### src/rtl/alu_pkg.sv
// Shared types for the ALU issue front-end: ALU op encodings, funct3 codes, FSM states and decode bundle.
// The build macro ALU_ISSUE_MUL_EN enables the shift-add multiplier path.
package alu_pkg;

  localparam int XLEN      = 32;
  localparam int MUL_STEPS = 32;

  typedef enum logic [2:0] {
    ALU_ADD = 3'b000,
    ALU_SHL = 3'b001,
    ALU_SUB = 3'b010,
    ALU_XOR = 3'b100,
    ALU_SHR = 3'b101,
    ALU_OR  = 3'b110,
    ALU_AND = 3'b111
  } alu_op_t;

  localparam logic [2:0] F3_ADD  = 3'b000;
  localparam logic [2:0] F3_SLL  = 3'b001;
  localparam logic [2:0] F3_SLT  = 3'b010;
  localparam logic [2:0] F3_SLTU = 3'b011;
  localparam logic [2:0] F3_XOR  = 3'b100;
  localparam logic [2:0] F3_SR   = 3'b101;
  localparam logic [2:0] F3_OR   = 3'b110;
  localparam logic [2:0] F3_AND  = 3'b111;

  localparam logic [2:0] F3_BEQ  = 3'b000;
  localparam logic [2:0] F3_BNE  = 3'b001;
  localparam logic [2:0] F3_BLT  = 3'b100;
  localparam logic [2:0] F3_BGE  = 3'b101;
  localparam logic [2:0] F3_BLTU = 3'b110;
  localparam logic [2:0] F3_BGEU = 3'b111;

  typedef enum logic [1:0] {ST_IDLE, ST_EXEC, ST_MUL, ST_DONE} state_t;

  typedef enum logic [1:0] {SEL_ALU, SEL_SLT, SEL_ULT} res_sel_t;

  typedef enum logic [2:0] {BR_NONE, BR_EQ, BR_NE, BR_LT, BR_GE, BR_LTU, BR_GEU} br_cond_t;

  typedef struct packed {
    alu_op_t  alu_op;
    res_sel_t res_sel;
    br_cond_t br_cond;
    logic     is_mul;
    logic     illegal;
  } dec_t;

  function automatic logic br_taken(br_cond_t cond, logic zero, logic slt, logic ult);
    case (cond)
      BR_EQ:   br_taken = zero;
      BR_NE:   br_taken = !zero;
      BR_LT:   br_taken = slt;
      BR_GE:   br_taken = !slt;
      BR_LTU:  br_taken = ult;
      BR_GEU:  br_taken = !ult;
      default: br_taken = 1'b0;
    endcase
  endfunction

endpackage

### src/rtl/alu_issue_unit_if.sv
// Request/response handshake bundle between decode and the ALU issue unit.
// master = decode/writeback side, slave = alu_issue_unit.
interface alu_issue_unit_if;
  import alu_pkg::*;

  logic            req_valid;
  logic            req_ready;
  logic [2:0]      req_funct3;
  logic            req_funct7b5;
  logic            req_funct7b0;
  logic            req_is_imm;
  logic            req_is_branch;
  logic [XLEN-1:0] req_a;
  logic [XLEN-1:0] req_b;

  logic            rsp_valid;
  logic            rsp_ready;
  logic [XLEN-1:0] rsp_result;
  logic            rsp_taken;
  logic            rsp_illegal;

  modport master (
    output req_valid, req_funct3, req_funct7b5, req_funct7b0, req_is_imm, req_is_branch,
           req_a, req_b, rsp_ready,
    input  req_ready, rsp_valid, rsp_result, rsp_taken, rsp_illegal
  );

  modport slave (
    input  req_valid, req_funct3, req_funct7b5, req_funct7b0, req_is_imm, req_is_branch,
           req_a, req_b, rsp_ready,
    output req_ready, rsp_valid, rsp_result, rsp_taken, rsp_illegal
  );

endinterface

### src/rtl/alu_funct_decoder.sv
// Combinational RV32I funct3/funct7 decode into ALU op, result select, branch condition and illegal flag.
// With ALU_ISSUE_MUL_EN defined, register-register funct3=000 with funct7b0 selects the multiplier.
module alu_funct_decoder
  import alu_pkg::*;
(
  input  logic [2:0] funct3,
  input  logic       funct7b5,
  input  logic       funct7b0,
  input  logic       is_imm,
  input  logic       is_branch,
  output dec_t       dec
);

  always_comb begin
    dec = '{alu_op: ALU_ADD, res_sel: SEL_ALU, br_cond: BR_NONE, is_mul: 1'b0, illegal: 1'b0};
    if (funct7b0) begin
`ifdef ALU_ISSUE_MUL_EN
      if (!is_imm && !is_branch && funct3 == F3_ADD) dec.is_mul = 1'b1;
      else                                           dec.illegal = 1'b1;
`else
      dec.illegal = 1'b1;
`endif
    end else if (is_branch) begin
      dec.alu_op = ALU_SUB;
      case (funct3)
        F3_BEQ:  dec.br_cond = BR_EQ;
        F3_BNE:  dec.br_cond = BR_NE;
        F3_BLT:  dec.br_cond = BR_LT;
        F3_BGE:  dec.br_cond = BR_GE;
        F3_BLTU: dec.br_cond = BR_LTU;
        F3_BGEU: dec.br_cond = BR_GEU;
        default: dec.illegal = 1'b1;
      endcase
    end else begin
      case (funct3)
        F3_ADD:  dec.alu_op = (funct7b5 && !is_imm) ? ALU_SUB : ALU_ADD;
        F3_SLL:  dec.alu_op = ALU_SHL;
        F3_SLT:  begin dec.alu_op = ALU_SUB; dec.res_sel = SEL_SLT; end
        F3_SLTU: begin dec.alu_op = ALU_SUB; dec.res_sel = SEL_ULT; end
        F3_XOR:  dec.alu_op = ALU_XOR;
        // the datapath shifter is logical only, so arithmetic right shift is rejected
        F3_SR:   if (funct7b5) dec.illegal = 1'b1;
                 else          dec.alu_op  = ALU_SHR;
        F3_OR:   dec.alu_op = ALU_OR;
        default: dec.alu_op = ALU_AND;
      endcase
    end
  end

endmodule

### src/rtl/alu_issue_unit.sv
// ALU issue front-end: registers a decoded request, drives the external ALU, returns result/branch decision.
// Build macro ALU_ISSUE_MUL_EN adds a MUL_STEPS-cycle shift-add multiplier reusing the ALU adder.
//   state   | meaning
//   IDLE    | waiting for a request (req_ready high one cycle after reset release)
//   EXEC    | registered operands drive the ALU; result captured on exit
//   MUL     | one shift-add step per cycle using the ALU as accumulator adder
//   DONE    | rsp_valid raised on the first edge, response held until rsp_ready
module alu_issue_unit
  import alu_pkg::*;
(
  input  logic            clk,
  input  logic            rst_n,
  alu_issue_unit_if.slave bus,
  output logic [XLEN-1:0] SrcA,
  output logic [XLEN-1:0] SrcB,
  output logic [2:0]      ALUControl,
  input  logic [XLEN-1:0] ALUResult,
  input  logic            Zero,
  input  logic            signflag
);

  state_t          state;
  logic            req_ready_q;
  logic [XLEN-1:0] a_q, b_q;
  alu_op_t         alu_op_q;
  res_sel_t        res_sel_q;
  br_cond_t        br_cond_q;
  logic            illegal_q;
  logic            rsp_valid_q, rsp_taken_q, rsp_illegal_q;
  logic [XLEN-1:0] rsp_result_q;

  dec_t            dec_in;
  logic            accept;
  logic            slt, ult;
  logic [XLEN-1:0] exec_result;
  logic            exec_taken;

`ifdef ALU_ISSUE_MUL_EN
  localparam int CNT_W = $clog2(MUL_STEPS);
  logic [XLEN-1:0]  acc_q, mcand_q, mplier_q, acc_nxt;
  logic [CNT_W-1:0] cnt_q;
  assign acc_nxt = mplier_q[0] ? ALUResult : acc_q;
`endif

  alu_funct_decoder u_dec (
    .funct3    (bus.req_funct3),
    .funct7b5  (bus.req_funct7b5),
    .funct7b0  (bus.req_funct7b0),
    .is_imm    (bus.req_is_imm),
    .is_branch (bus.req_is_branch),
    .dec       (dec_in)
  );

  assign accept = (state == ST_IDLE) && req_ready_q && bus.req_valid;

  // when signs differ the subtraction may overflow, so the operand sign decides
  assign slt = (a_q[XLEN-1] ^ b_q[XLEN-1]) ? a_q[XLEN-1] : signflag;
  assign ult = (a_q[XLEN-1] ^ b_q[XLEN-1]) ? b_q[XLEN-1] : signflag;

  always_comb begin
    exec_result = ALUResult;
    exec_taken  = 1'b0;
    if (illegal_q) begin
      exec_result = '0;
    end else if (br_cond_q != BR_NONE) begin
      exec_taken = br_taken(br_cond_q, Zero, slt, ult);
    end else if (res_sel_q == SEL_SLT) begin
      exec_result = {{(XLEN-1){1'b0}}, slt};
    end else if (res_sel_q == SEL_ULT) begin
      exec_result = {{(XLEN-1){1'b0}}, ult};
    end
  end

  always_comb begin
    SrcA       = '0;
    SrcB       = '0;
    ALUControl = ALU_ADD;
    if (state == ST_EXEC) begin
      SrcA       = a_q;
      SrcB       = b_q;
      ALUControl = alu_op_q;
    end
`ifdef ALU_ISSUE_MUL_EN
    else if (state == ST_MUL) begin
      SrcA       = acc_q;
      SrcB       = mcand_q;
      ALUControl = ALU_ADD;
    end
`endif
  end

  always_ff @(posedge clk or negedge rst_n) begin
    if (!rst_n) begin
      state         <= ST_IDLE;
      req_ready_q   <= 1'b0;
      a_q           <= '0;
      b_q           <= '0;
      alu_op_q      <= ALU_ADD;
      res_sel_q     <= SEL_ALU;
      br_cond_q     <= BR_NONE;
      illegal_q     <= 1'b0;
      rsp_valid_q   <= 1'b0;
      rsp_result_q  <= '0;
      rsp_taken_q   <= 1'b0;
      rsp_illegal_q <= 1'b0;
`ifdef ALU_ISSUE_MUL_EN
      acc_q         <= '0;
      mcand_q       <= '0;
      mplier_q      <= '0;
      cnt_q         <= '0;
`endif
    end else begin
      case (state)
        ST_IDLE: begin
          req_ready_q <= !accept;
          if (accept) begin
            a_q       <= bus.req_a;
            b_q       <= bus.req_b;
            alu_op_q  <= dec_in.alu_op;
            res_sel_q <= dec_in.res_sel;
            br_cond_q <= dec_in.br_cond;
            illegal_q <= dec_in.illegal;
            state     <= dec_in.is_mul ? ST_MUL : ST_EXEC;
`ifdef ALU_ISSUE_MUL_EN
            acc_q     <= '0;
            mcand_q   <= bus.req_b;
            mplier_q  <= bus.req_a;
            cnt_q     <= CNT_W'(MUL_STEPS - 1);
`endif
          end
        end
        ST_EXEC: begin
          rsp_result_q  <= exec_result;
          rsp_taken_q   <= exec_taken;
          rsp_illegal_q <= illegal_q;
          state         <= ST_DONE;
        end
`ifdef ALU_ISSUE_MUL_EN
        ST_MUL: begin
          acc_q    <= acc_nxt;
          mcand_q  <= mcand_q << 1;
          mplier_q <= mplier_q >> 1;
          cnt_q    <= cnt_q - CNT_W'(1);
          if (cnt_q == '0) begin
            rsp_result_q  <= acc_nxt;
            rsp_taken_q   <= 1'b0;
            rsp_illegal_q <= 1'b0;
            state         <= ST_DONE;
          end
        end
`endif
        ST_DONE: begin
          if (!rsp_valid_q) begin
            rsp_valid_q <= 1'b1;
          end else if (bus.rsp_ready) begin
            rsp_valid_q <= 1'b0;
            req_ready_q <= 1'b1;
            state       <= ST_IDLE;
          end
        end
        default: state <= ST_IDLE;
      endcase
    end
  end

  assign bus.req_ready   = req_ready_q;
  assign bus.rsp_valid   = rsp_valid_q;
  assign bus.rsp_result  = rsp_result_q;
  assign bus.rsp_taken   = rsp_taken_q;
  assign bus.rsp_illegal = rsp_illegal_q;

endmodule

### src/flat_wrapper.sv
// flat-port wrapper written by rule: the top's interface ports become plain ports
module alu_issue_unit_flat import alu_pkg::*;
  (clk, rst_n, SrcA, SrcB, ALUControl, ALUResult, Zero, signflag, bus_req_valid, bus_req_funct3, bus_req_funct7b5, bus_req_funct7b0, bus_req_is_imm, bus_req_is_branch, bus_req_a, bus_req_b, bus_rsp_ready, bus_req_ready, bus_rsp_valid, bus_rsp_result, bus_rsp_taken, bus_rsp_illegal);
  alu_issue_unit_if bus_i ();
  input  logic clk;
  input  logic rst_n;
  output logic [XLEN-1:0] SrcA;
  output logic [XLEN-1:0] SrcB;
  output logic [2:0] ALUControl;
  input  logic [XLEN-1:0] ALUResult;
  input  logic Zero;
  input  logic signflag;
  input wire logic [$bits(bus_i.req_valid)-1:0] bus_req_valid;
  input wire logic [$bits(bus_i.req_funct3)-1:0] bus_req_funct3;
  input wire logic [$bits(bus_i.req_funct7b5)-1:0] bus_req_funct7b5;
  input wire logic [$bits(bus_i.req_funct7b0)-1:0] bus_req_funct7b0;
  input wire logic [$bits(bus_i.req_is_imm)-1:0] bus_req_is_imm;
  input wire logic [$bits(bus_i.req_is_branch)-1:0] bus_req_is_branch;
  input wire logic [$bits(bus_i.req_a)-1:0] bus_req_a;
  input wire logic [$bits(bus_i.req_b)-1:0] bus_req_b;
  input wire logic [$bits(bus_i.rsp_ready)-1:0] bus_rsp_ready;
  output wire logic [$bits(bus_i.req_ready)-1:0] bus_req_ready;
  output wire logic [$bits(bus_i.rsp_valid)-1:0] bus_rsp_valid;
  output wire logic [$bits(bus_i.rsp_result)-1:0] bus_rsp_result;
  output wire logic [$bits(bus_i.rsp_taken)-1:0] bus_rsp_taken;
  output wire logic [$bits(bus_i.rsp_illegal)-1:0] bus_rsp_illegal;
  assign bus_i.req_valid = bus_req_valid;
  assign bus_i.req_funct3 = bus_req_funct3;
  assign bus_i.req_funct7b5 = bus_req_funct7b5;
  assign bus_i.req_funct7b0 = bus_req_funct7b0;
  assign bus_i.req_is_imm = bus_req_is_imm;
  assign bus_i.req_is_branch = bus_req_is_branch;
  assign bus_i.req_a = bus_req_a;
  assign bus_i.req_b = bus_req_b;
  assign bus_i.rsp_ready = bus_rsp_ready;
  assign bus_req_ready = bus_i.req_ready;
  assign bus_rsp_valid = bus_i.rsp_valid;
  assign bus_rsp_result = bus_i.rsp_result;
  assign bus_rsp_taken = bus_i.rsp_taken;
  assign bus_rsp_illegal = bus_i.rsp_illegal;
  alu_issue_unit u_core (.clk(clk), .rst_n(rst_n), .bus(bus_i), .SrcA(SrcA), .SrcB(SrcB), .ALUControl(ALUControl), .ALUResult(ALUResult), .Zero(Zero), .signflag(signflag));
endmodule
### config.mk
export PLATFORM = sky130hd
export DESIGN_NAME = alu_issue_unit_flat
export DESIGN_NICKNAME = d
export VERILOG_FILES = /design/src/rtl/alu_pkg.sv /design/src/rtl/alu_issue_unit_if.sv /design/src/rtl/alu_funct_decoder.sv /design/src/rtl/alu_issue_unit.sv /design/src/flat_wrapper.sv
export SDC_FILE = /design/constraint.sdc
export NUM_CORES = 1
export LEC_CHECK = 0
export BUFFER_PORTS_ARGS = -buffer_cell sky130_fd_sc_hd__buf_2
export CORE_AREA = 3 3 122 89
export CTS_CLUSTER_DIAMETER = 120
export DETAILED_ROUTE_END_ITERATION = 12
export DIE_AREA = 0 0 125 92
export GPL_TIMING_DRIVEN = 0
export HOLD_SLACK_MARGIN = 0.1
export PLACE_DENSITY = 0.79
export SYNTH_ARGS = -nofsm -noshare
export SYNTH_HDL_FRONTEND = slang
export SYNTH_SLANG_ARGS = --single-unit
### constraint.sdc
create_clock -name clk -period 3.4 [get_ports clk]
set_clock_uncertainty 0.1 [all_clocks]
set_input_delay 0.17 -clock clk [delete_from_list [all_inputs] [get_ports clk]]
set_output_delay 0.17 -clock clk [all_outputs]
set_load 0.1 [all_outputs]
==> summary.json, run 1 <==
{
  "mux_share_of_post_synthesis_cell_area": {"value": 0.207, "unit": "%"},
  "grt.total_usage": {"value": 27.1, "unit": "%"},
  "worstSetupPathType": {"value": "reg2out"},
  "final_weighted_congestion_in_routability_driven_placement": {"value": 0.905},
  "floorplan.die.width": {"value": 125, "unit": "microns"},
  "post-synth-top-count-cell": {"value": "sky130_fd_sc_hd__nand2_1"},
  "final-hold-violation-count": {"value": 0},
  "synth_cell_types": {"value": 42},
  "std_cell_rows": {"value": 30},
  "hpwlAfterDp": {"value": 9.73, "unit": "mm"},
  "core_area": {"value": 0.00968, "unit": "sq mm"},
  "detailroute.wirelength.met2": {"value": 7.63, "unit": "mm"},
  "multi_input_area": {"value": 0.00188, "unit": "sq mm"},
  "clock_latency": {"value": 0.34, "unit": "ns"},
  "hold_start": {"value": "bus_req_funct3[0]"},
  "wirelength_met1": {"value": 6.32, "unit": "mm"},
  "min_period_over_period": {"value": 75.8, "unit": "%"},
  "first_global_vias": {"value": 5143},
  "cts_root_buffer": {"value": "sky130_fd_sc_hd__clkbuf_16"},
  "timing_worst_slew_pin_value": {"value": 0.695, "unit": "ns"},
  "cts_repair_resize_count": {"value": 0},
  "timing_limited_maximum_frequency": {"value": 388, "unit": "MHz"},
  "post-route-drc-count": {"value": 0},
  "outcome": {"value": "finished clean"},
  "floorplan.io_pins": {"value": 212},
  "ys_seq_elements": {"value": 111},
  "timing.final.setup_violations": {"value": 0},
  "synth_ff_type": {"value": "sky130_fd_sc_hd__dfrtp_1"},
  "synth.cell_area": {"value": 0.00485, "unit": "sq mm"},
  "totalNegativeSetupSlack": {"value": 0, "unit": "ns"},
  "total_via_count_in_the_routed_design": {"value": 4954},
  "crit_fanout": {"value": 10},
  "slew_viol_final": {"value": 0},
  "number_of_enable_type_register_cells_in_the_synthesized_netlist": {"value": 0},
  "grt_max_degree": {"value": 60},
  "worst_ep_required_time": {"value": 3.13, "unit": "ns"},
  "synth_fp_nets": {"value": 622},
  "ff_latch_area": {"value": 0.00278, "unit": "sq mm"},
  "worstSetupStartpoint": {"value": "u_core.state[1]$_DFFE_PN0P_"},
  "die_h": {"value": 92, "unit": "microns"},
  "total_die_area": {"value": 0.0115, "unit": "sq mm"},
  "fin_nets": {"value": 947},
  "post_synth_most_frequent_cells": {"value": "208 x sky130_fd_sc_hd__nand2_1, 111 x sky130_fd_sc_hd__dfrtp_1, 66 x sky130_fd_sc_hd__and2_1"},
  "h_tree_levels": {"value": 3},
  "async_flop_share": {"value": 100, "unit": "%"},
  "max-slew-margin-rel": {"value": 53.7, "unit": "%"},
  "timing.critical_path.to_type": {"value": "output port"},
  "initial_util": {"value": 50.1, "unit": "%"},
  "post-route-min-period": {"value": 2.58, "unit": "ns"},
  "n_fill_cell": {"value": 633},
  "synth_compound_gate_area_share": {"value": 9.58, "unit": "%"},
  "cts-hold-fix-buffers": {"value": 103},
  "detail_route.wl_per_cell": {"value": 16.1, "unit": "microns"},
  "antenna_left": {"value": 0},
  "cts.clk_slew.worst_paths": {"value": 0.07, "unit": "ns"},
  "sinks_on_the_clock_net": {"value": 111},
  "startpoint_type": {"value": "register"},
  "dr.pass1.iters": {"value": 4},
  "grt_setup_unrepaired": {"value": "false"},
  "grt.overflow.total": {"value": 0},
  "drive_above_1_share": {"value": 30.1, "unit": "%"},
  "ys_seq_area_share": {"value": 57.3, "unit": "%"},
  "first_pass_grt_wire_length": {"value": 25.4, "unit": "mm"},
  "synth_xor_area_share": {"value": 0.542, "unit": "%"},
  "syn2layout_area_growth": {"value": 52.5, "unit": "%"},
  "post_synth_main_area_contributors": {"value": "sky130_fd_sc_hd__dfrtp_1 57%, sky130_fd_sc_hd__nand2_1 16%, sky130_fd_sc_hd__and2_1 8.5%"},
  "cts_made_buffers": {"value": 9},
  "drt_first_iter_violations": {"value": 236},
  "main_combinational_cell_family_by_area_after_synthesis": {"value": "simple AND/OR/NAND/NOR gates"},
  "wl_met3": {"value": 1.17, "unit": "mm"},
  "highest_signal_layer": {"value": "met4"},
  "portBuffers": {"value": 210},
  "cts_tree": {"value": "yes"},
  "synth_adder_area_share": {"value": 0.439, "unit": "%"},
  "setup.reg_to_reg.worst_slack": {"value": 1.38, "unit": "ns"},
  "syn_area_per_cell": {"value": 9.45, "unit": "sq um"},
  "post_cts_setup_buffer_count": {"value": 0},
  "cap_viol_max_count": {"value": 0},
  "antenna_found_initial": {"value": 0},
  "route.final.wire_length": {"value": 15.6, "unit": "mm"},
  "hold_path.class": {"value": "in2reg"},
  "ys.warnings.count": {"value": 0},
  "worst_r2r_startpoint": {"value": "u_core.state[0]$_DFFE_PN0P_"},
  "detail_route.vias_per_cell": {"value": 5.10},
  "yosysTopAreaCell": {"value": "sky130_fd_sc_hd__dfrtp_1"},
  "arrival": {"value": 2.31, "unit": "ns"},
  "synthesis.instances": {"value": 513},
  "cts-root-to-sink-buffers": {"value": 2},
  "diodes": {"value": 0},
  "synthDominantCellAreaShare": {"value": 57.3, "unit": "%"},
  "fraction_of_the_mapped_netlist_area_in_simple_logic_gates": {"value": 28.1, "unit": "%"}
}
layout make-up:
type,instances,share of cell area [%]
multi-input cells,367,25.5
inverters,4,0.203
repair buffers,314,28.6
clock inverters,7,0.660
clock buffers,9,3.05
well taps,128,2.17
plain buffers,31,2.34
flip-flops and latches,111,37.6
per-stage QoR:
| stage | worst slack, ns | std cells | util, % | hold slack [ns] | instance area [sq um] |
|---|---|---|---|---|---|
| final | 0.821 | 971 | 76.3 | 0.133 | 7390 |
| after global routing | 0.672 | 971 | 76.3 | 0.143 | 7390 |
| after CTS | 0.792 | 971 | 76.3 | 0.113 | 7390 |
| after detailed placement | 1.18 | 852 | 62.9 | 0.153 | 6090 |
| after global placement | 0.843 | 851 | 62.6 | 0.261 | 6060 |
| after floorplan | 0.927 | 513 | - | -0.226 | 4850 |
cell usage in the layout, fill, tap and decap left out, drive strengths merged:
cell type / n
buf: 232
nand2: 208
dfrtp: 111
dlygate4sd3: 103
and2: 66
a22o: 31
clkbuf: 19
o21ai: 9
nor2: 8
nand3: 5
a21oi: 5
inv: 5
nor3: 5
clkinv: 5
o31ai: 3
nand2b: 2
a31oi: 2
xor2: 2
nand3b: 2
maj3: 2
and2b: 1
nor4b: 1
nor2b: 1
and3: 1
o31a: 1
a32o: 1
o22a: 1
mux2i: 1
nor4: 1
o211ai: 1
a211oi: 1
or2: 1
a21o: 1
nand4b: 1
o22ai: 1
o221ai: 1
xnor2: 1
clkinvlp: 1
kinds of logic (layout without fill, tap and decap cells):
logic type | after synthesis | in the layout
simple gates | 303 | 303
buf+inv | 35 | 365
flops | 111 | 111
xor+xnor | 3 | 3
compound gates | 58 | 58
mux | 1 | 1
fa+ha+maj | 2 | 2
final timing paths:
kind / endpoint / cells past startpoint
setup reg to reg: u_core.br_cond_q[2]$_DFFE_PN0P_ / 7
setup / recovery: SrcB[11] / 5
hold reg to reg: u_core.a_q[27]$_DFFE_PN0P_ / 2
min in group asynchronous: u_core.bus.rsp_result[2]$_DFFE_PN0P_ / 2
hold / removal: u_core.res_sel_q[0]$_DFFE_PN0P_ / 2
max in group asynchronous: u_core.b_q[20]$_DFFE_PN0P_ / 3
critical path: stages, from the launching register on:
cell and delay [ns]:
sky130_fd_sc_hd__dfrtp_1 0.42, sky130_fd_sc_hd__and2b_1 0.32, sky130_fd_sc_hd__buf_2 0.27, sky130_fd_sc_hd__clkbuf_1 0.32
sky130_fd_sc_hd__and2_1 0.21, sky130_fd_sc_hd__buf_2 0.43
flip-flops by register name, summed over array words and instances, names as in the netlist:
| signal | cells |
|---|---|
| u_core.a_q | 32 |
| u_core.alu_op_q | 3 |
| u_core.b_q | 32 |
| u_core.br_cond_q | 3 |
| u_core.bus.req_ready | 1 |
| u_core.bus.rsp_illegal | 1 |
| u_core.bus.rsp_result | 32 |
| u_core.bus.rsp_taken | 1 |
| u_core.bus.rsp_valid | 1 |
| u_core.illegal_q | 1 |
| u_core.res_sel_q | 2 |
| u_core.state | 2 |
metal layers:
metal	vias up	GRT usage (%)
met5	-	0
li1	2290	-
met1	2345	32.7
met3	49	7.16
met2	270	47.6
met4	0	9.12
Power of run 1 is left out: the tool's default activity adds up to more than one toggle a clock period on the data nets, which glitch-free logic cannot reach.
==> run 2: changes to the inputs <==
--- a/config.mk
+++ b/config.mk
@@ -6,13 +6,13 @@
 export NUM_CORES = 1
 export LEC_CHECK = 0
 export BUFFER_PORTS_ARGS = -buffer_cell sky130_fd_sc_hd__buf_2
-export CORE_AREA = 3 3 122 89
+export CORE_AREA = 3 3 126 91
 export CTS_CLUSTER_DIAMETER = 120
 export DETAILED_ROUTE_END_ITERATION = 12
-export DIE_AREA = 0 0 125 92
+export DIE_AREA = 0 0 129 94
 export GPL_TIMING_DRIVEN = 0
 export HOLD_SLACK_MARGIN = 0.1
-export PLACE_DENSITY = 0.79
+export PLACE_DENSITY = 0.75
 export SYNTH_ARGS = -nofsm -noshare
 export SYNTH_HDL_FRONTEND = slang
 export SYNTH_SLANG_ARGS = --single-unit
==> constraint.sdc (replaced) <==
create_clock -name clk -period 2.7 [get_ports clk]
set_clock_uncertainty 0.1 [all_clocks]
set_input_delay 0.135 -clock clk [delete_from_list [all_inputs] [get_ports clk]]
set_output_delay 0.135 -clock clk [all_outputs]
set_load 0.1 [all_outputs]
==> run 2 against run 1 <==
Hold slack worse by 0.0052 ns. Highest routed layer is now met5. Via count is 0.28% higher. Final area is 1.5% higher. Count of clock-buffer cells in the layout is 1 higher. Sequential cell count stayed put. Non-clock buffer count is 2 higher. Die area is 5.4% higher. Register-to-register slack worse by 0.67 ns.
==> summary.json, run 2 (synthesis results as in run 1) <==
{
  "outcome": {"value": "finished clean"},
  "final_weighted_congestion_in_routability_driven_placement": {"value": 0.771, "change": "-15%"},
  "grt.total_usage": {"value": 26.0, "unit": "%", "change": "-1.1 points"},
  "detail_route.vias_per_cell": {"value": 5.10, "change": "-0.13%"},
  "drive_above_1_share": {"value": 29.9, "unit": "%", "change": "-0.24 points"},
  "startpoint_type": {"value": "register"},
  "cts_tree": {"value": "yes"},
  "final-hold-violation-count": {"value": 0, "change": "unchanged"},
  "timing.reg2reg.worst_path_depth": {"value": 5, "change": "-2"},
  "portBuffers": {"value": 210, "change": "unchanged"},
  "std_cell_rows": {"value": 31, "change": "+3.3%"},
  "hpwlAfterDp": {"value": 9.55, "unit": "mm", "change": "-1.8%"},
  "worstSetupStartpoint": {"value": "u_core.state[1]$_DFFE_PN0P_"},
  "min_period_over_period": {"value": 93.9, "unit": "%"},
  "cts.clk_slew.worst_paths": {"value": 0.07, "unit": "ns", "change": "about the same"},
  "timing_worst_slew_pin_value": {"value": 0.867, "unit": "ns", "change": "+0.172 ns"},
  "syn2layout_area_growth": {"value": 54.7, "unit": "%"},
  "timing.critical_path.to_type": {"value": "output port"},
  "first_global_vias": {"value": 4973, "change": "-3.3%"},
  "initial_util": {"value": 47.0, "unit": "%", "change": "-3.1 points"},
  "die_h": {"value": 94, "unit": "microns", "change": "+2.2%"},
  "post-route-drc-count": {"value": 0, "change": "unchanged"},
  "floorplan.die.width": {"value": 129, "unit": "microns", "change": "+3.2%"},
  "post_cts_setup_buffer_count": {"value": 0, "change": "unchanged"},
  "route.final.wire_length": {"value": 16.0, "unit": "mm", "change": "+2.9%"},
  "detail_route.wl_per_cell": {"value": 16.5, "unit": "microns", "change": "+2.5%"},
  "first_pass_grt_wire_length": {"value": 24.9, "unit": "mm", "change": "-1.9%"},
  "floorplan.io_pins": {"value": 212, "change": "unchanged"},
  "grt_setup_unrepaired": {"value": "false"},
  "crit_fanout": {"value": 10, "change": "unchanged"},
  "sinks_on_the_clock_net": {"value": 111, "change": "unchanged"},
  "core_area": {"value": 0.0103, "unit": "sq mm", "change": "+6.5%"},
  "final_common_cell": {"value": "sky130_fd_sc_hd__buf_2"},
  "timing.final.setup_violations": {"value": 0, "change": "unchanged"},
  "antenna_found_initial": {"value": 1, "change": "+1"},
  "fin_nets": {"value": 949, "change": "+0.21%"},
  "mostFrequentLayoutCells": {"value": "215 x sky130_fd_sc_hd__buf_2, 208 x sky130_fd_sc_hd__nand2_1, 111 x sky130_fd_sc_hd__dfrtp_1"},
  "cts_made_buffers": {"value": 9, "change": "unchanged"},
  "slew_viol_final": {"value": 0, "change": "unchanged"},
  "cap_viol_max_count": {"value": 0, "change": "unchanged"},
  "worstSetupPathType": {"value": "reg2out"},
  "number_of_cells_on_the_worst_hold_path": {"value": 4, "change": "+2"},
  "drt_first_iter_violations": {"value": 241, "change": "+2.1%"},
  "max-slew-margin-rel": {"value": 42.2, "unit": "%", "change": "-11 points"},
  "worst_r2r_startpoint": {"value": "u_core.state[1]$_DFFE_PN0P_"},
  "total_via_count_in_the_routed_design": {"value": 4968, "change": "+0.28%"},
  "arrival": {"value": 2.30, "unit": "ns", "change": "about the same"},
  "grt.overflow.total": {"value": 0, "change": "unchanged"},
  "antenna_left": {"value": 0, "change": "unchanged"},
  "rr_endpoint": {"value": "u_core.alu_op_q[1]$_DFFE_PN0P_"},
  "grt_max_degree": {"value": 66, "change": "+10%"},
  "totalNegativeSetupSlack": {"value": 0, "unit": "ns", "change": "unchanged"},
  "endpoint": {"value": "SrcB[4]"},
  "dr.pass1.iters": {"value": 6, "change": "+2"},
  "total_die_area": {"value": 0.0121, "unit": "sq mm", "change": "+5.4%"},
  "worst_ep_required_time": {"value": 2.47, "unit": "ns", "change": "-0.66 ns"},
  "cts-root-to-sink-buffers": {"value": 2, "change": "unchanged"},
  "clock_latency": {"value": 0.34, "unit": "ns", "change": "about the same"},
  "cts_root_buffer": {"value": "sky130_fd_sc_hd__clkbuf_16"},
  "timing_limited_maximum_frequency": {"value": 394, "unit": "MHz"},
  "diodes": {"value": 0, "change": "unchanged"},
  "post-route-min-period": {"value": 2.54, "unit": "ns"},
  "setup.reg_to_reg.worst_slack": {"value": 0.71, "unit": "ns", "change": "-0.67 ns"},
  "h_tree_levels": {"value": 3, "change": "unchanged"},
  "hold_path.class": {"value": "in2reg"}
}
-- run 2: changes by cell type in the layout (fill, tap and decap cells not counted), sizes merged --
cell,delta
clkinvlp,-1
clkinv,-4
bufinv,+3
inv,-1
dlygate4sd3,+2
buf,-8
clkbuf,+9
-- run 2: critical path: stages (launching register included) --
cell	delay, ns
sky130_fd_sc_hd__dfrtp_1	0.43
sky130_fd_sc_hd__and2b_1	0.31
sky130_fd_sc_hd__buf_2	0.26
sky130_fd_sc_hd__buf_1	0.35
sky130_fd_sc_hd__and2_1	0.18
sky130_fd_sc_hd__buf_2	0.42
-- run 2: final cells by class --
cell class / instances / area, sq um
sequential: 111 / 2780
fill: 712 / 2820
buffer: 31 / 173
clock buffer: 10 / 239
timing repair buffer: 316 / 2150
clock inverter: 4 / 95.1
inverter: 4 / 15.0
tap: 132 / 165
multi-input combinational: 367 / 1880
-- run 2: per-layer routing --
layer	part of all wire [%]	routed length (microns)	vias to the layer above	track usage, %
met5	0.044	7	-	0
met4	2.0	314	2	6.47
met3	9.9	1600	38	8.69
met2	48	7650	298	43.5
met1	40	6480	2330	32.7
li1	-	-	2300	-
-- run 2: what timing repair did --
action                     CTS  global route
setup endpoints to repair    0            10
gates resized for setup      0            10
hold endpoints to repair   172             0
hold buffers               105             0
-- run 2: through the flow --
| step | cell area, sq um | instances | worst slack, ns | hold WS [ns] | utilization [%] |
|---|---|---|---|---|---|
| after detailed placement | 6090 | 856 | 0.519 | 0.202 | 59.1 |
| after global routing | 7500 | 975 | 0.00504 | 0.175 | 72.7 |
| after global placement | 6060 | 855 | 0.149 | 0.225 | 58.8 |
| after floorplan | 4850 | 513 | 0.262 | -0.261 | - |
| final | 7500 | 975 | 0.165 | 0.127 | 72.7 |
| after CTS | 7480 | 975 | 0.106 | 0.101 | 72.5 |
-- run 2: how the worst min path moves through the flow --
stage                                 start                         endpoint  slack, ns
final                     bus_req_funct3[1]  u_core.br_cond_q[1]$_DFFE_PN0P_       0.13
after global routing      bus_req_funct3[1]  u_core.br_cond_q[1]$_DFFE_PN0P_       0.18
after CTS                 bus_req_funct3[1]  u_core.br_cond_q[1]$_DFFE_PN0P_       0.10
after detailed placement              rst_n        u_core.a_q[8]$_DFFE_PN0P_       0.20
after global placement         bus_req_a[7]        u_core.a_q[7]$_DFFE_PN0P_       0.22
after floorplan                       rst_n        u_core.a_q[0]$_DFFE_PN0P_      -0.26
Power of run 2 is left out for the same reason.
==> run 3: changes to the inputs <==
--- a/config.mk
+++ b/config.mk
@@ -6,13 +6,14 @@
 export NUM_CORES = 1
 export LEC_CHECK = 0
 export BUFFER_PORTS_ARGS = -buffer_cell sky130_fd_sc_hd__buf_2
-export CORE_AREA = 3 3 126 91
+export CORE_AREA = 3 3 121 88
 export CTS_CLUSTER_DIAMETER = 120
 export DETAILED_ROUTE_END_ITERATION = 12
-export DIE_AREA = 0 0 129 94
+export DIE_AREA = 0 0 124 91
 export GPL_TIMING_DRIVEN = 0
 export HOLD_SLACK_MARGIN = 0.1
-export PLACE_DENSITY = 0.75
+export PLACE_DENSITY = 0.81
 export SYNTH_ARGS = -nofsm -noshare
 export SYNTH_HDL_FRONTEND = slang
 export SYNTH_SLANG_ARGS = --single-unit
+export TNS_END_PERCENT = 10
==> constraint.sdc (replaced) <==
create_clock -name clk -period 3.1 [get_ports clk]
set_clock_uncertainty 0.1 [all_clocks]
set_input_delay 0.155 -clock clk [delete_from_list [all_inputs] [get_ports clk]]
set_output_delay 0.155 -clock clk [all_outputs]
set_load 0.1 [all_outputs]
==> run 3 against run 2 <==
Setup slack improved by 0.31 ns. Critical path type unchanged. Critical path depth is the same. Via count up 1.5%. Register-to-register slack better by 0.33 ns. Sequential cell count is the same. Non-clock buffer count is the same. Critical endpoint is now SrcB[11].
==> summary.json, run 3 (synthesis results as in run 1) <==
{
  "sinks_on_the_clock_net": {"value": 111, "change": "unchanged"},
  "std_cell_rows": {"value": 30, "change": "-3.2%"},
  "first_pass_grt_wire_length": {"value": 26.0, "unit": "mm", "change": "+4.2%"},
  "hpwlAfterDp": {"value": 9.69, "unit": "mm", "change": "+1.4%"},
  "setup.reg_to_reg.worst_slack": {"value": 1.04, "unit": "ns", "change": "+0.33 ns"},
  "timing_limited_maximum_frequency": {"value": 381, "unit": "MHz"},
  "cts.clk_slew.worst_paths": {"value": 0.07, "unit": "ns", "change": "about the same"},
  "outcome": {"value": "finished clean"},
  "cpLargestDelayFamily": {"value": "buffers and inverters"},
  "floorplan.die.width": {"value": 124, "unit": "microns", "change": "-3.9%"},
  "core_area": {"value": 0.00961, "unit": "sq mm", "change": "-6.9%"},
  "grt_setup_unrepaired": {"value": "false"},
  "mostFrequentLayoutCells": {"value": "224 x sky130_fd_sc_hd__buf_2, 208 x sky130_fd_sc_hd__nand2_1, 111 x sky130_fd_sc_hd__dfrtp_1"},
  "cts-root-to-sink-buffers": {"value": 2, "change": "unchanged"},
  "timing.final.setup_violations": {"value": 0, "change": "unchanged"},
  "antenna_left": {"value": 0, "change": "unchanged"},
  "diodes": {"value": 0, "change": "unchanged"},
  "rr_endpoint": {"value": "u_core.br_cond_q[2]$_DFFE_PN0P_"},
  "detail_route.vias_per_cell": {"value": 5.19, "change": "+1.8%"},
  "floorplan.io_pins": {"value": 212, "change": "unchanged"},
  "route.final.wire_length": {"value": 16.2, "unit": "mm", "change": "+0.77%"},
  "post_cts_setup_buffer_count": {"value": 0, "change": "unchanged"},
  "cts_repair_resize_count": {"value": 0, "change": "unchanged"},
  "grt.overflow.total": {"value": 0, "change": "unchanged"},
  "multi_input_area": {"value": 0.00188, "unit": "sq mm", "change": "unchanged"},
  "worst_r2r_startpoint": {"value": "u_core.state[1]$_DFFE_PN0P_"},
  "grt_max_degree": {"value": 73, "change": "+11%"},
  "ff_latch_area": {"value": 0.00278, "unit": "sq mm", "change": "unchanged"},
  "hold_start": {"value": "bus_req_funct7b5"},
  "min_period_over_period": {"value": 84.6, "unit": "%"},
  "worst_ep_required_time": {"value": 2.84, "unit": "ns", "change": "+0.37 ns"},
  "post-route-drc-count": {"value": 0, "change": "unchanged"},
  "pre_cts_ws": {"value": 0.887, "unit": "ns", "change": "+0.368 ns"},
  "first_global_vias": {"value": 5232, "change": "+5.2%"},
  "total_die_area": {"value": 0.0113, "unit": "sq mm", "change": "-6.9%"},
  "worstSetupPathType": {"value": "reg2out"},
  "fin_nets": {"value": 949, "change": "unchanged"},
  "h_tree_levels": {"value": 3, "change": "unchanged"},
  "cts_made_buffers": {"value": 9, "change": "unchanged"},
  "max_stage_delay": {"value": 0.44, "unit": "ns", "change": "about the same"},
  "timing.critical_path.to_type": {"value": "output port"},
  "worst-path-buf-inv": {"value": 3, "change": "unchanged"},
  "cts_tree": {"value": "yes"},
  "antenna_found_initial": {"value": 0, "change": "-1"},
  "syn2layout_area_growth": {"value": 53.8, "unit": "%"},
  "cap_viol_max_count": {"value": 0, "change": "unchanged"},
  "final-hold-violation-count": {"value": 0, "change": "unchanged"},
  "slew_viol_final": {"value": 0, "change": "unchanged"},
  "crit_path_cell_trace": {"value": "and2b_1, buf_2, clkbuf_1, and2_1, buf_2"},
  "dr.pass1.iters": {"value": 5, "change": "-1"},
  "critical_path.most_common_cell": {"value": "sky130_fd_sc_hd__buf_2"},
  "n_fill_cell": {"value": 582, "change": "-18%"},
  "total_via_count_in_the_routed_design": {"value": 5041, "change": "+1.5%"},
  "number_of_cells_on_the_worst_hold_path": {"value": 4, "change": "unchanged"},
  "grt.total_usage": {"value": 29.2, "unit": "%", "change": "+3.2 points"},
  "crit_fanout": {"value": 10, "change": "unchanged"},
  "critical_path.slowest_cell": {"value": "sky130_fd_sc_hd__buf_2"},
  "portBuffers": {"value": 210, "change": "unchanged"},
  "max-slew-margin-rel": {"value": 65.8, "unit": "%", "change": "+24 points"},
  "drive_above_1_share": {"value": 29.7, "unit": "%", "change": "-0.15 points"},
  "hold_path.class": {"value": "in2reg"},
  "startpoint_type": {"value": "register"},
  "detail_route.wl_per_cell": {"value": 16.6, "unit": "microns", "change": "+1.1%"},
  "clock_latency": {"value": 0.34, "unit": "ns", "change": "about the same"},
  "cts_root_buffer": {"value": "sky130_fd_sc_hd__clkbuf_16"},
  "timing.reg2reg.worst_path_depth": {"value": 7, "change": "+2"},
  "worst_slack": {"value": 0.478, "unit": "ns", "change": "+0.313 ns"},
  "totalNegativeSetupSlack": {"value": 0, "unit": "ns", "change": "unchanged"},
  "die_h": {"value": 91, "unit": "microns", "change": "-3.2%"},
  "drt_first_iter_violations": {"value": 285, "change": "+18%"},
  "final_weighted_congestion_in_routability_driven_placement": {"value": 0.822, "change": "+6.6%"},
  "timing.hold.worst_endpoint": {"value": "u_core.alu_op_q[0]$_DFFE_PN0P_"},
  "cts-hold-fix-buffers": {"value": 105, "change": "unchanged"},
  "arrival": {"value": 2.37, "unit": "ns", "change": "+0.07 ns"},
  "post-route-min-period": {"value": 2.62, "unit": "ns"},
  "final_common_cell": {"value": "sky130_fd_sc_hd__buf_2"},
  "initial_util": {"value": 50.4, "unit": "%", "change": "+3.5 points"},
  "timing_worst_slew_pin_value": {"value": 0.512, "unit": "ns", "change": "-0.355 ns"}
}
[run 3: changes by cell type in the layout (fill, tap and decap cells not counted), sizes merged]
cell      change
clkinv        -1
clkinvlp      +1
buf           +8
bufinv        -1
clkbuf        -6
[run 3: stage by stage]
stage | util, % | hold slack, ns | instances | instance area (sq um)
after floorplan | - | -0.241 | 513 | 4850
after global placement | 63.0 | 0.245 | 851 | 6060
after detailed placement | 63.4 | 0.0598 | 852 | 6090
after CTS | 77.6 | 0.122 | 972 | 7450
after global routing | 77.6 | 0.136 | 972 | 7450
final | 77.6 | 0.114 | 972 | 7450
[run 3: cell type report]
type / instances / share of cell area, %
flip-flops and latches: 111 / 37.3
repair buffers: 316 / 28.6
clock buffers: 12 / 3.31
plain buffers: 31 / 2.32
inverters: 4 / 0.201
multi-input cells: 367 / 25.2
clock inverters: 3 / 0.906
well taps: 128 / 2.15
[run 3: tightest hold or removal path: cells and delay by family]
family / cells / cell delay, ns
buf+inv: 1 / 0.10
simple gates: 2 / 0.21
compound gates: 1 / 0.06
[run 3: worst max path at each step]
stage | from | end | slack, ns | cells past startpoint
after global routing | u_core.state[1]$_DFFE_PN0P_ | SrcB[11] | 0.35 | 5
after CTS | u_core.state[1]$_DFFE_PN0P_ | SrcB[2] | 0.50 | 5
after floorplan | u_core.state[1]$_DFFE_PN0P_ | SrcB[31] | 0.64 | 4
after global placement | rst_n | u_core.b_q[17]$_DFFE_PN0P_ | 0.55 | 1
final | u_core.state[1]$_DFFE_PN0P_ | SrcB[11] | 0.48 | 5
after detailed placement | u_core.state[1]$_DFFE_PN0P_ | SrcB[2] | 0.89 | 5
[run 3: per-layer routing]
metal / vias to the layer above / share of wire [%] / global-route usage, %
li1: 2302 / - / -
met1: 2411 / 39 / 34.9
met2: 282 / 49 / 50.6
met3: 46 / 9.4 / 8.97
met4: 0 / 2.5 / 8.30
met5: - / 0 / 0
Power of run 3 is left out for the same reason.
